**src/rtl/switch_debouncer.sv**
```systemverilog
// Slide-switch front end: synchronizes raw switch pins to clk, debounces each
// bit independently and emits one-cycle rise/fall pulses per accepted change.
module switch_debouncer #(
    parameter int unsigned WIDTH           = 10,
    parameter int unsigned DEBOUNCE_CYCLES = 500000
) (
    input  logic             clk,
    input  logic             rst_n,
    input  logic [WIDTH-1:0] switches_raw,
    output logic [WIDTH-1:0] switches,
    output logic [WIDTH-1:0] rise,
    output logic [WIDTH-1:0] fall,
    output logic             any_change
);

    // A single-cycle debounce still needs one counter bit to hold the compare value.
    localparam int unsigned CntW = (DEBOUNCE_CYCLES > 1) ? $clog2(DEBOUNCE_CYCLES) : 1;
    localparam logic [CntW-1:0] CntMax = CntW'(DEBOUNCE_CYCLES - 1);
    localparam logic [CntW-1:0] CntOne = CntW'(1);

    logic [WIDTH-1:0]           sync1_q;
    logic [WIDTH-1:0]           sync2_q;
    logic [WIDTH-1:0]           switches_q, switches_d;
    logic [WIDTH-1:0][CntW-1:0] cnt_q, cnt_d;
    logic [WIDTH-1:0]           rise_q, rise_d;
    logic [WIDTH-1:0]           fall_q, fall_d;
    logic                       any_change_q, any_change_d;

    // Two-flop synchronizer; nothing may sit between the stages.
    always_ff @(posedge clk or negedge rst_n) begin
        if (!rst_n) begin
            sync1_q <= '0;
            sync2_q <= '0;
        end else begin
            sync1_q <= switches_raw;
            sync2_q <= sync1_q;
        end
    end

    // Per-bit debounce: count consecutive disagreeing cycles, accept on the last one.
    always_comb begin
        switches_d = switches_q;
        cnt_d      = cnt_q;
        rise_d     = '0;
        fall_d     = '0;
        for (int i = 0; i < int'(WIDTH); i++) begin
            if (sync2_q[i] == switches_q[i]) begin
                // Any return to the stable level abandons the partial count.
                cnt_d[i] = '0;
            end else if (cnt_q[i] == CntMax) begin
                switches_d[i] = sync2_q[i];
                cnt_d[i]      = '0;
                rise_d[i]     = sync2_q[i];
                fall_d[i]     = ~sync2_q[i];
            end else begin
                cnt_d[i] = cnt_q[i] + CntOne;
            end
        end
    end

    // Summary pulse derived from next-state edges so it lines up with rise/fall.
    always_comb begin
        any_change_d = |(rise_d | fall_d);
    end

    // Debounce state and registered edge outputs.
    always_ff @(posedge clk or negedge rst_n) begin
        if (!rst_n) begin
            switches_q   <= '0;
            cnt_q        <= '0;
            rise_q       <= '0;
            fall_q       <= '0;
            any_change_q <= 1'b0;
        end else begin
            switches_q   <= switches_d;
            cnt_q        <= cnt_d;
            rise_q       <= rise_d;
            fall_q       <= fall_d;
            any_change_q <= any_change_d;
        end
    end

    assign switches   = switches_q;
    assign rise       = rise_q;
    assign fall       = fall_q;
    assign any_change = any_change_q;

endmodule

```
**config.mk**
```make
export PLATFORM = sky130hd
export DESIGN_NAME = switch_debouncer
export DESIGN_NICKNAME = d
export VERILOG_FILES = /design/src/rtl/switch_debouncer.sv
export SDC_FILE = /design/constraint.sdc
export NUM_CORES = 1
export LEC_CHECK = 0
export CELL_PAD_IN_SITES_DETAIL_PLACEMENT = 0
export CELL_PAD_IN_SITES_GLOBAL_PLACEMENT = 2
export CORE_ASPECT_RATIO = 0.5
export CORE_UTILIZATION = 44
export DETAILED_ROUTE_END_ITERATION = 7
export PLACE_DENSITY_LB_ADDON = 0.1
export SYNTH_ARGS = -nofsm -noshare
export SYNTH_HDL_FRONTEND = slang
export SYNTH_SLANG_ARGS = --single-unit
```
**constraint.sdc**
```tcl
create_clock -name clk -period 3.6 [get_ports clk]
set_clock_uncertainty 0.2 [all_clocks]
set_input_delay 0.72 -clock clk [delete_from_list [all_inputs] [get_ports clk]]
set_output_delay 0.72 -clock clk [all_outputs]
set_load 0.1 [all_outputs]
```
==> results of run 1 <==
-- power breakdown --
group	internal, W	switching [W]	total [W]
Combinational	0.0000509	0.000113	0.000164
Sequential	0.00275	0.0000371	0.00278
Clock	0.00130	0.00102	0.00232
-- cell usage after synthesis, types with 6 or more instances --
cell                       count  area [um^2]
sky130_fd_sc_hd__dfrtp_1     241         6030
sky130_fd_sc_hd__nor2_1      210          788
sky130_fd_sc_hd__xor2_1      114          998
sky130_fd_sc_hd__nand2_1      74          278
sky130_fd_sc_hd__nand3_1      71          355
sky130_fd_sc_hd__xnor2_1      62          543
sky130_fd_sc_hd__nand4_1      39          244
sky130_fd_sc_hd__and3_1       33          206
sky130_fd_sc_hd__nor3b_1      20          150
sky130_fd_sc_hd__nor3_1       17         85.1
sky130_fd_sc_hd__and4_1       14          123
sky130_fd_sc_hd__inv_1        12         45.0
sky130_fd_sc_hd__clkbuf_1     11         41.3
sky130_fd_sc_hd__nor4_1       11         68.8
sky130_fd_sc_hd__ha_1         10          125
sky130_fd_sc_hd__mux2_2        9          101
sky130_fd_sc_hd__nor4b_1       8         70.1
sky130_fd_sc_hd__or3_1         7         43.8
sky130_fd_sc_hd__a21oi_1       6         30.0
sky130_fd_sc_hd__nand2b_1      6         37.5
-- path summary, 6_finish.rpt --
check	cells after the start	slack, ps	end	from
setup / recovery	1	710	rise[2]	rise[2]$_DFF_PN0_
hold reg to reg	0	150	sync2_q[6]$_DFF_PN0_	sync1_q[6]$_DFF_PN0_
max in group asynchronous	3	1840	cnt_q[10]$_DFF_PN0_	rst_n
hold / removal	0	150	sync2_q[6]$_DFF_PN0_	sync1_q[6]$_DFF_PN0_
min in group asynchronous	2	570	cnt_q[187]$_DFF_PN0_	rst_n
setup reg to reg	5	1200	cnt_q[11]$_DFF_PN0_	cnt_q[15]$_DFF_PN0_
-- cell families (layout without fill, tap and decap cells) --
logic type	Yosys count	in the layout	synth area share
AOI/OAI and AO/OA	16	16	0.00809
buffers and inverters	33	99	0.0152
xor gates and xnor gates	176	176	0.144
adders and majority gates	10	10	0.0117
muxes	10	10	0.0109
DFF	241	241	0.565
and+or+nand+nor	529	529	0.244
-- per-stage QoR --
step	total power, W	util
floorplan	0.00291	-
global placement	0.00300	0.488
detailed placement	0.00301	0.488
CTS	0.00536	0.519
global route	0.00549	0.519
finish	0.00527	0.519
-- flip-flops by register name (all words and copies together), names as in the netlist --
| name | count |
|---|---|
| any_change | 1 |
| switches | 10 |
| rise | 10 |
| sync1_q | 10 |
| cnt_q | 190 |
| sync2_q | 10 |
| fall | 10 |
-- cell usage in the layout (no fill, tap or decap), types with 5 or more instances in the layout --
cell type,count
sky130_fd_sc_hd__dfrtp_1,241
sky130_fd_sc_hd__nor2_1,210
sky130_fd_sc_hd__xor2_1,114
sky130_fd_sc_hd__nand2_1,74
sky130_fd_sc_hd__nand3_1,71
sky130_fd_sc_hd__xnor2_1,62
sky130_fd_sc_hd__nand4_1,39
sky130_fd_sc_hd__and3_1,33
sky130_fd_sc_hd__clkbuf_16,23
sky130_fd_sc_hd__buf_4,23
sky130_fd_sc_hd__nor3b_1,20
sky130_fd_sc_hd__clkdlybuf4s50_1,20
sky130_fd_sc_hd__nor3_1,17
sky130_fd_sc_hd__and4_1,14
sky130_fd_sc_hd__inv_1,12
sky130_fd_sc_hd__nor4_1,11
sky130_fd_sc_hd__ha_1,10
sky130_fd_sc_hd__mux2_2,9
sky130_fd_sc_hd__nor4b_1,8
sky130_fd_sc_hd__or3_1,7
sky130_fd_sc_hd__a21oi_1,6
sky130_fd_sc_hd__nand2b_1,6
sky130_fd_sc_hd__clkinv_2,6
sky130_fd_sc_hd__clkbuf_8,6
sky130_fd_sc_hd__and2_1,5
sky130_fd_sc_hd__o21ai_0,5
sky130_fd_sc_hd__o22ai_1,5
-- cell type report --
type,count,area (um^2),area share
Tap cell,307,384,0.0318
Sequential cell,241,6030,0.499
Clock buffer,32,669,0.0554
Timing Repair Buffer,47,438,0.0362
Multi-Input combinational cell,741,4480,0.370
Clock inverter,8,47.5,0.00393
Inverter,12,45.0,0.00373
-- per-layer routing --
metal	vias up	track usage
li1	3521	-
met1	3430	0.233
met2	74	0.266
met3	28	0.0351
met4	0	0.0338
met5	-	0
-- what timing repair did --
item	in CTS	in global routing
hold endpoints to repair	32	0
hold buffers	1	0
endpoints found under the setup margin	0	0
==> reports/summary.md, run 1 <==
The run finished with clean final reports. 0 antenna diodes ended up in the layout. Setup repair after global routing left no endpoint under its margin. Highest layer used for signal routing: met4.

The run gives 73 as the maximum number of pins on one net before global-route repair. Combined global-route utilization of all metal layers: 0.166. The maximum level of the CTS H-tree is 1, and the worst hold margin is 148 ps.

For the placed instance area, the log shows 11400 um^2. For the number of setup buffers added after CTS, the log shows 0. Global routing finished with a remaining overflow of 0. Clock tree synthesis found a total of 241 sinks. The final hold violation count was 0.

For the setup TNS, the log shows 0 ps. Final instance area: 12100 um^2. The number of iterations in the first detailed-routing pass is 4.

The first routing iteration left 346 violations. The normalized max-slew margin was 0.355. For the number of slew-limit violations in the final report, the log shows 0. The type of the tightest min-delay check was reg -> reg.

Routability-driven placement finished with a final weighted congestion of 0.790. The floorplan step defined a die boundary enclosing 24900 um^2. After detailed routing, the met2 layer carries 8850 um of wire. The critical path in this run is classified as reg -> out. The worst setup path is launched from a flop. The number of nets in the synthesized netlist is 1037. Root buffer cell: sky130_fd_sc_hd__clkbuf_16.

TritonCTS built the clock tree. Total buffers and inverters traversed by the critical path: 1. Counting the fill cells in the layout gives 2137. The maximum fanout along the worst path is 1. For the combined area of all synthesized cells, the log shows 10700 um^2. The via count of the first global-routing pass was 7092; the initial antenna violation count was 0. The gate family responsible for the most delay along the worst path is buffers and inverters.

The post-route clock period utilization is 0.803. The critical path goes through clkdlybuf4s50_1. The floorplan has 39 rows.

The count of non-filler cells in the finished layout was 1388. Setup violations remaining at the end of the flow were counted as 0. The detailed router placed 7053 vias in this run. Summed over all nets, the half-perimeter wirelength after detailed placement is 13100 um. In this run the tool buffered the top-level ports with 42 buffer cells. After technology mapping, the gate count stands at 1015. The fraction of synthesis flops using an asynchronous set or reset pin was 1.00.

The worst-case IR drop observed on VDD is 0.282 mV. The share of final-layout standard cells stronger than drive strength 1 is 0.0712, and the data required time of the worst path is 2680 ps. In the routed design, unresolved DRC markers number 0. In this run, synthesis inferred 0 flip-flops with an integrated enable. After detailed routing, the wire length on met1 is 10000 um.

The measured slew at the worst slew-check pin came out at 964 ps. The tools report the worst endpoint data arrival time as 1970 ps. Yosys printed 0 warnings. The aggregate routed wire length was 19800 um.

After layout, the worst setup slack is 710 ps. Synthesis inferred 241 register bits. From bottom edge to top edge, the die measures 112 um. The post-detailed-route wirelength per cell was 14.3 um; the placement-stage worst setup slack was 1200 ps. The layout overhead on the synthesized area is 13.3%, and the area of the placeable core is 23300 um^2. The later-pin clock latency in the skew report is 520 ps.

The sort of element at the end of the critical path was a primary output. Maximum root-to-sink buffer count: 3. The net count of the finished layout was 1088.

Total power per unit cell area: 436 nW/um^2. During I/O placement, the number of pins put on the boundary was 43. Dividing the synthesized area by the synthesized cell count gives 10.5 um^2. Quantity of gates resized following cts: 0.

In this run the horizontal extent of the chip is 222 um. The distinct cell type count of the synthesized netlist was 37. After clock tree synthesis, the clock-pin slew on the worst setup and hold paths is 60 ps. The analysis attributes to cell leakage a power of 5.34 nW. The count of nets left with antenna violations after detail routing is 0. In the synthesized netlist the dominant register cell turns out to be sky130_fd_sc_hd__dfrtp_1. TritonCTS created 23 clock buffers. For this run, the slowest stage of the critical path takes 1130 ps. The logs give 34500 um for the first-pass GRT wire length and 346 MHz for the maximum clock rate.

The wire length on met3 was 652 um. Once placement completed, the tool counted placed cells totaling 1347. Using the TritonRoute via totals, the vias-per-cell ratio works out to 5.08. The cell with the biggest individual delay on the critical path was sky130_fd_sc_hd__clkdlybuf4s50_1. The reported max-cap violation count was 0. The smallest clock period supported by the final layout is computed as 2890 ps. The initial core utilization is 0.458. Sequential fraction of the synthesis area: 0.565.
No activity file was read; power rests on OpenSTA's default activity.
==> run 2: changes to the inputs <==
--- a/config.mk
+++ b/config.mk
@@ -8,7 +8,7 @@
 export CELL_PAD_IN_SITES_DETAIL_PLACEMENT = 0
 export CELL_PAD_IN_SITES_GLOBAL_PLACEMENT = 2
 export CORE_ASPECT_RATIO = 0.5
-export CORE_UTILIZATION = 44
+export CORE_UTILIZATION = 40
 export DETAILED_ROUTE_END_ITERATION = 7
 export PLACE_DENSITY_LB_ADDON = 0.1
 export SYNTH_ARGS = -nofsm -noshare
==> constraint.sdc (replaced) <==
create_clock -name clk -period 2.7 [get_ports clk]
set_clock_uncertainty 0.2 [all_clocks]
set_input_delay 0.54 -clock clk [delete_from_list [all_inputs] [get_ports clk]]
set_output_delay 0.54 -clock clk [all_outputs]
set_load 0.1 [all_outputs]
==> reports/summary.md, run 2 (synthesis gave the netlist of run 1 again) <==
The maximum fanout along the worst path works out to 7 (was 1). The area of the placeable core came out at 25700 um^2 (was 23300 um^2). The tools report the origin of the critical flop-to-flop path as cnt_q[34]$_DFF_PN0_ (was cnt_q[15]$_DFF_PN0_).

The tools report the remaining routing DRC violations as 0 (unchanged). The register-to-register setup slack was 390 ps (was 1200 ps). Type of the tightest min-delay check: reg -> reg (unchanged).

The root buffer cell is sky130_fd_sc_hd__clkbuf_16 (unchanged). The run gives 0 (unchanged) as the quantity of gates resized following cts. The measured slew at the worst slew-check pin was 675 ps (was 964 ps); the clock sink total was 241 (unchanged). After layout, the minimum clock period comes to 2310 ps. The routed via count is 7128 (was 7053), and the depth of the most critical reg-to-reg path is 6 (was 5).

Combined global-route utilization of all metal layers: 0.152 (was 0.166). The post-route clock period utilization is 0.856. The flow ran to the end, and the final reports show no timing, DRC or antenna violations. The tools report the setup TNS as 0 ps (unchanged). Capture instance of the worst register-to-register path: any_change$_DFF_PN0_ (was cnt_q[11]$_DFF_PN0_). Total overflow reported by the global router: 0 (unchanged). The tools report the nature of the critical path startpoint as a flop (unchanged).

Commonest non-fill, non-tap cell in the layout: sky130_fd_sc_hd__dfrtp_1 (unchanged). The share of final-layout standard cells stronger than drive strength 1 was 0.0917 (was 0.0712). Number of iterations in the first detailed-routing pass: 4 (unchanged). Most used cells in the layout excluding fill and tap cells: 241 x sky130_fd_sc_hd__dfrtp_1, 210 x sky130_fd_sc_hd__nor2_1, 114 x sky130_fd_sc_hd__xor2_1 (unchanged).

TritonCTS built the clock tree. The later-pin clock latency in the skew report came out at 530 ps (was 520 ps). Launch point of the worst hold path: sync1_q[2]$_DFF_PN0_ (was sync1_q[6]$_DFF_PN0_).

The logs give 0 (unchanged) for the number of antenna cells inserted and 19900 um (was 19800 um) for the aggregate routed wire length. The tools report the detailed-placement wirelength estimate as 13100 um (about the same). The site row count was 41 (was 39); the count of pins on the block boundary was 43 (unchanged).

The normalized max-slew margin was 0.546 (was 0.355); the maximum level of the CTS H-tree was 1 (unchanged). The clock buffer count from CTS is 23 (unchanged). Worst voltage drop across the vdd grid: 0.400 mV (was 0.282 mV). The standby leakage power is 5.46 nW (was 5.34 nW), and the maximum root-to-sink buffer count is 3 (unchanged). The overall power of the completed layout is 0.00743 W (was 0.00527 W), and the count of nets left with antenna violations after detail routing is 0 (unchanged).

Last weighted congestion value of the routability-driven placer: 0.774 (was 0.790). The maximum number of pins on one net before global-route repair was 63 (was 73); the worst endpoint data arrival time was 2580 ps (was 1970 ps). Count of buffers inserted at the top-level ports: 42 (unchanged).

The per-cell via count in the routed design was 4.97 (was 5.08). Reported max-cap violation count: 0 (unchanged). The register with the most flip-flops is cnt_q (unchanged). The run gives 2440 (was 2137) as the fill cell total of the finished layout.

The die boundary width was 233 um (was 222 um). The sort of element at the end of the critical path was a flop (was a primary output). The clock-pin slew on the worst setup and hold paths came out at 60 ps (about the same).

The height of the chip was 117 um (was 112 um); the post-detailed-route wirelength per cell was 13.9 um (was 14.3 um). For the initial antenna violation count, the log shows 0 (unchanged). The layout overhead on the synthesized area works out to 15.4% (was 13.3%). The die area came out at 27400 um^2 (was 24900 um^2). The tools report the hold-critical path endpoint as sync2_q[2]$_DFF_PN0_ (was sync2_q[6]$_DFF_PN0_). The via count of the first global-routing pass is 7064 (was 7092), and the fraction of the core area covered by cells at the end of the flow is 0.479 (was 0.519). The total power per unit cell area came out at 603 nW/um^2 (was 436 nW/um^2). The DRC violation total after the first TritonRoute iteration was 311 (was 346); the data required time of the worst path was 2960 ps (was 2680 ps).

The worst hold margin came out at 147 ps (was 148 ps). The tools report the first-pass GRT wire length as 34600 um (was 34500 um). Setup repair after global routing left no endpoint under its margin.

The logs give 0 (unchanged) for the final number of setup-violating endpoints and 0.415 (was 0.458) for the initial core utilization. The number of slew-limit violations in the final report came out at 0 (unchanged). The number of setup buffers added after CTS is 0 (unchanged), and the maximum clock rate is 433 MHz. The final hold violation count came out at 0 (unchanged).

The type of the setup path with the least slack is reg -> reg (was reg -> out). The flip-flop count of the largest register after layout works out to 190 (unchanged). For the net count of the finished layout, the log shows 1097 (was 1088).

The hold path depth came out at 0 (unchanged).
-- run 2: cell type report --
type	count	area, um^2	share of cell area
flip-flops and latches	241	6030	0.490
multi-input cells	741	4480	0.363
clock buffers	32	699	0.0568
repair buffers	56	505	0.0410
well taps	344	430	0.0349
clock inverters	9	130	0.0106
inverters	12	45.0	0.00366
-- run 2: power by group --
group | internal (W) | total [W] | leakage (nW) | switching (W)
clock network | 0.00210 | 0.00348 | 0.411 | 0.00139
logic | 0.0000796 | 0.000233 | 1.75 | 0.000153
registers | 0.00366 | 0.00371 | 3.30 | 0.0000487
-- run 2: metrics by stage --
step	cell area, um^2	setup slack (ps)	instances
2_1_floorplan	10700	456	1015
5_1_grt	12300	253	1435
3_3_place_gp	11500	383	1393
6_report	12300	389	1435
3_5_place_dp	11500	386	1393
4_1_cts	12300	380	1435
-- run 2: worst max-delay path by stage --
stage / startpoint / endpoint / slack [ps]
finish: cnt_q[34]$_DFF_PN0_ / any_change$_DFF_PN0_ / 390
global route: cnt_q[76]$_DFF_PN0_ / cnt_q[86]$_DFF_PN0_ / 250
CTS: cnt_q[34]$_DFF_PN0_ / any_change$_DFF_PN0_ / 380
detailed placement: cnt_q[34]$_DFF_PN0_ / any_change$_DFF_PN0_ / 390
global placement: cnt_q[34]$_DFF_PN0_ / any_change$_DFF_PN0_ / 380
floorplan: switches[3]$_DFFE_PN0P_ / cnt_q[66]$_DFF_PN0_ / 460
-- run 2: per-layer routing --
metal,GRT usage,vias up,wire length (um)
met5,0,-,0
met3,0.0337,32,730
met1,0.214,3496,9910
met2,0.238,71,8850
met4,0.0388,0,419
li1,-,3529,-
-- run 2: repair_timing --
action                                  CTS  global route
endpoints found under the setup margin    0             0
hold buffers                              1             0
endpoints found under the hold margin    58             0
-- run 2: worst max-delay path, stage by stage, from the launching register on --
cell	delay, ps
sky130_fd_sc_hd__dfrtp_1	390
sky130_fd_sc_hd__nand3_1	120
sky130_fd_sc_hd__or4b_1	500
sky130_fd_sc_hd__or3_1	540
sky130_fd_sc_hd__o22ai_1	330
sky130_fd_sc_hd__nor3_1	110
sky130_fd_sc_hd__nand2_1	70
